## config.mk

```make
export PLATFORM = sky130hd
export DESIGN_NAME = regfile_wb_arbiter
export DESIGN_NICKNAME = d
export VERILOG_FILES = /design/src/rtl/regfile_wb_arbiter.sv
export SDC_FILE = /design/constraint.sdc
export NUM_CORES = 1
export LEC_CHECK = 0
export BUFFER_PORTS_ARGS = -buffer_cell sky130_fd_sc_hd__buf_4
export CAP_MARGIN = 20
export CORE_MARGIN = 2
export CORE_UTILIZATION = 49
export DETAILED_ROUTE_END_ITERATION = 10
export HOLD_SLACK_MARGIN = 0.05
export PLACE_DENSITY = 0.87
export SYNTH_ARGS = -nofsm -noshare
export SYNTH_HDL_FRONTEND = slang
export SYNTH_SLANG_ARGS = --single-unit
export TNS_END_PERCENT = 30
```

## constraint.sdc

```tcl
create_clock -name clk -period 2.84 [get_ports clk]
set_input_delay 0.284 -clock clk [delete_from_list [all_inputs] [get_ports clk]]
set_output_delay 0.284 -clock clk [all_outputs]
set_load 0.005 [all_outputs]
```

## src/rtl/regfile_wb_arbiter.sv

```systemverilog
// regfile_wb_arbiter: round-robin write-back arbiter with pending-register scoreboard (optional REGFILE_WB_BYPASS_EN adds write-stage bypass outputs)
module regfile_wb_arbiter #(
  parameter int DATA_W   = 16,
  parameter int ADDR_W   = 4,
  parameter int NUM_REGS = 8
) (
  input  logic              clk,
  input  logic              rst_n,
  input  logic              req0Valid,
  input  logic [ADDR_W-1:0] req0Addr,
  input  logic [DATA_W-1:0] req0Data,
  output logic              req0Ready,
  input  logic              req1Valid,
  input  logic [ADDR_W-1:0] req1Addr,
  input  logic [DATA_W-1:0] req1Data,
  output logic              req1Ready,
  input  logic              rsvValid,
  input  logic [ADDR_W-1:0] rsvAddr,
  input  logic [ADDR_W-1:0] qAddr1,
  input  logic [ADDR_W-1:0] qAddr2,
  output logic              qBusy1,
  output logic              qBusy2,
  output logic              rfWriteEnable,
  output logic [ADDR_W-1:0] rfWriteAddr,
  output logic [DATA_W-1:0] rfWriteData,
  output logic              badAddr
`ifdef REGFILE_WB_BYPASS_EN
  ,
  output logic              bypassHit1,
  output logic              bypassHit2,
  output logic [DATA_W-1:0] bypassData1,
  output logic [DATA_W-1:0] bypassData2
`endif
);
  localparam logic [ADDR_W:0] NR = (ADDR_W+1)'(NUM_REGS);
  logic                 last_q, last_d;
  logic                 we_q, we_d, bad_q, bad_d;
  logic [ADDR_W-1:0]    addr_q, addr_d;
  logic [DATA_W-1:0]    data_q, data_d;
  logic [NUM_REGS-1:0]  busy_q, busy_d;
  logic [2**ADDR_W-1:0] busy_ext;
  logic                 gnt0, gnt1, gnt, gnt_ok, rsv_ok;
  logic [ADDR_W-1:0]    gnt_addr;
  logic [DATA_W-1:0]    gnt_data;
  // round-robin grant: on conflict the port that did not win last time goes
  always_comb begin
    gnt0     = req0Valid && (!req1Valid || last_q);
    gnt1     = req1Valid && (!req0Valid || !last_q);
    gnt      = gnt0 || gnt1;
    gnt_addr = gnt1 ? req1Addr : req0Addr;
    gnt_data = gnt1 ? req1Data : req0Data;
    gnt_ok   = {1'b0, gnt_addr} < NR;
    rsv_ok   = {1'b0, rsvAddr} < NR;
    last_d   = gnt ? gnt1 : last_q;
    we_d     = gnt && gnt_ok;
    addr_d   = gnt ? gnt_addr : addr_q;
    data_d   = gnt ? gnt_data : data_q;
    bad_d    = (gnt && !gnt_ok) || (rsvValid && !rsv_ok);
  end
  // scoreboard: write-back clears, reservation sets, and the newer reservation wins a tie
  always_comb begin
    busy_d = busy_q;
    for (int i = 0; i < NUM_REGS; i++)
      busy_d[i] = (rsvValid && rsvAddr == ADDR_W'(i)) || (busy_q[i] && !(gnt && gnt_addr == ADDR_W'(i)));
  end
  // registered write stage, scoreboard and arbitration history
  always_ff @(posedge clk or negedge rst_n) begin
    if (!rst_n) begin
      last_q <= 1'b1;
      we_q   <= 1'b0;
      bad_q  <= 1'b0;
      addr_q <= '0;
      data_q <= '0;
      busy_q <= '0;
    end else begin
      last_q <= last_d;
      we_q   <= we_d;
      bad_q  <= bad_d;
      addr_q <= addr_d;
      data_q <= data_d;
      busy_q <= busy_d;
    end
  end
  assign busy_ext      = (2**ADDR_W)'(busy_q);
  assign req0Ready     = gnt0;
  assign req1Ready     = gnt1;
  assign qBusy1        = busy_ext[qAddr1];
  assign qBusy2        = busy_ext[qAddr2];
  assign rfWriteEnable = we_q;
  assign rfWriteAddr   = addr_q;
  assign rfWriteData   = data_q;
  assign badAddr       = bad_q;
`ifdef REGFILE_WB_BYPASS_EN
  assign bypassHit1  = we_q && addr_q == qAddr1;
  assign bypassHit2  = we_q && addr_q == qAddr2;
  assign bypassData1 = data_q;
  assign bypassData2 = data_q;
`endif
endmodule

```

==> run metrics <==
status=finished, final reports clean; Slew Limit Fails=0; via count=1648; area grow syn2layout=43.0%; final setup vio count=0; post-route clock period utilization=68.7%; Setup crit end kind=output pin; Post-CTS Hold Buffers=1; NetSw=340 uW; largest net degree at the start of global routing=32; Min-Delay Endpoint=rfWriteEnable; cell-internal power=910 uW; die area=3850 um2; GP Congestion=0.803; Synth area leaders=dfrtp_1 45%, nor2_1 10%, o22ai_1 7.2%; syn_area_per_cell=9.48 um2; worst hold path depth=2; Initial Utilization=50.2%; crit path cell chain=a21bo_4, inv_2, buf_4; ys async rst share=100%; clock share of power=29.1%; kind of critical path=flip-flop to output pin; post-synth net total=231; Netlist cell types=35; sequential fraction of the synthesis area=47.1%; Routed Antenna Nets=0; fin util=71.8%; hold_ws=0.158 ns; Yosys Warn Count=0; initial DRC count=91; Worst Path Required=2.56 ns; htree depth=2; GRT Residual Overflow=0; vias per inst=5.44; most frequent cells after synthesis=44 x nor2_1, 30 x dfrtp_1, 19 x o22ai_1; final wirelength=4.51 mm; All-Layer GR Usage=25.4%; Top Layer Used=met4; clk slew on worst S/H paths=0.10 ns; initial antenna violation count=0; first-pass GRT wire length=7.04 mm; vias in the first global route=1526; Post-synth EDFFs=0; cell count after synthesis=174; Leak=0.00111 uW; power share of the combinational group=26.5%; crit path launch=last_q; DP Worst Slack=0.997 ns; buffer and inverter count on the worst path=2; min-delay src=req0Addr[3]; setup ws final=0.888 ns; Nets=313; worst r2r dst=busy_q[5]; Clock Latency Late Sink=0.32 ns; CTS tree=built; Net Sw Frac=27.2%; Critical Path Fanout Max=31; drt pass-1 iters=4; CP Launch Type=flip-flop; HPWL after DPL=3.34 mm; Rows=21; Num CTS Buffers=5; placed inst area=2260 um2; maxcap violations=0; Worst-Margin Slew=0.592 ns; Yosys reg bits=31; Worst EP arrival=1.67 ns; wire per inst=14.9 um; post-cts sizing count=0; area of the core=3280 um2; PwrDens=530 nW/um2; Die Y=62.0 um; Slew headroom=60.5%; Design Area, Final=2360 um2; Die X=62.0 um; Clock Path Buffers=2; Highest Clock Rate=512 MHz; I/O Pins=83; Crit path largest cell delay=0.60 ns; Worst R2R Start=last_q; top cell family by delay on the critical path=flip-flops; Yosys top cell area share=45.5%; Period minus WS final=1.95 ns; Fin Setup TNS=0 ns; M1 wire length=1.77 mm; Post-Syn Area=1650 um2; Worst Hold Class=input pin to flip-flop; top-count cell post-synth=nor2_1; Worst VDD drop=0.295 mV; root buffer cell=clkbuf_4; WL met2=2.34 mm; Reg power frac=44.5%; clk_skew=0.00927 ns; Reg2Reg Depth=5; unrepaired setup endpoints after global routing=no; prevailing post-synth register cell=dfrtp_1; Setup Buffers After CTS=0; antenna cells=0; Synth area leader=dfrtp_1; IO Port Bufs=82; layout cell share with drive strength beyond 1=40.1%; hold violation count in the final report=0; DRC Markers=0; routed wl met3=320 um; Critical Path Slowest Stage Cell=dfstp_2; flop2flop setup slack=0.99 ns; CTS Sinks=31
## metrics by stage
step	cells	power, uW
after floorplan	174	718
after global placement	294	884
after global routing	303	1320
after CTS	303	1250
after detailed placement	294	896
final	303	1250
## sequential cells by signal, summed over array words and instances (netlist names)
name           cells
badAddr            1
rfWriteData       16
rfWriteEnable      1
rfWriteAddr        4
busy_q             8
last_q             1
## layout by cell type, fill, tap and decap left out, drive strengths merged
master | Yosys | final
a21oi | 4 | 4
clkbuf | 1 | 6
bufinv | 0 | 1
o2bb2ai | 2 | 2
clkinv | 0 | 1
nor2 | 44 | 44
inv | 6 | 6
nand3b | 1 | 1
or2 | 1 | 1
o22ai | 20 | 20
nand2 | 12 | 12
and3 | 1 | 1
a31oi | 3 | 3
mux2i | 4 | 4
a32o | 4 | 4
buf | 8 | 83
nor4 | 1 | 1
dlygate4sd3 | 0 | 1
a21bo | 1 | 1
mux4 | 4 | 4
nor3b | 2 | 2
o41ai | 2 | 2
dfstp | 1 | 1
nand2b | 3 | 3
o211a | 1 | 1
dfrtp | 30 | 30
nor3 | 9 | 9
o21ai | 6 | 6
nor4b | 2 | 2
nand3 | 1 | 1
## area by class of cell
class | instances | area (um2)
sequential | 31 | 777
timing repair buffer | 84 | 633
fill | 255 | 925
clock buffer | 6 | 51.3
tap | 46 | 57.6
multi-input combinational | 128 | 783
inverter | 6 | 22.5
clock inverter | 2 | 35.0
## worst max-delay path by stage
stage	cells after the start	endpoint	slack, ns
6_report	3	req1Ready	0.89
5_1_grt	3	req1Ready	0.78
4_1_cts	3	req1Ready	0.87
3_5_place_dp	5	busy_q[5]	1.0
3_3_place_gp	5	busy_q[5]	1.07
2_1_floorplan	6	busy_q[0]	1.45
## power groups by stage
stage / combinational, uW / sequential (uW) / clock (uW)
after floorplan: 160 / 558 / 0
after global placement: 322 / 562 / 0
after detailed placement: 332 / 564 / 0
after CTS: 333 / 556 / 366
after global routing: 367 / 564 / 393
final: 331 / 556 / 363
## cell families after synthesis
family,after synthesis,synth area share [%]
buffers and inverters,15,5.46
AND/OR/NAND/NOR,77,21.1
multiplexers,8,7.89
AO/OA/AOI/OAI,43,18.5
flip-flops,31,47.1
## layer usage
| metal | up-vias | GRT usage [%] |
|---|---|---|
| li1 | 792 | - |
| met1 | 782 | 32.8 |
| met2 | 66 | 41.8 |
| met3 | 8 | 6.83 |
| met4 | 0 | 8.21 |
| met5 | - | 0 |
(Power assumes the default switching activity.)
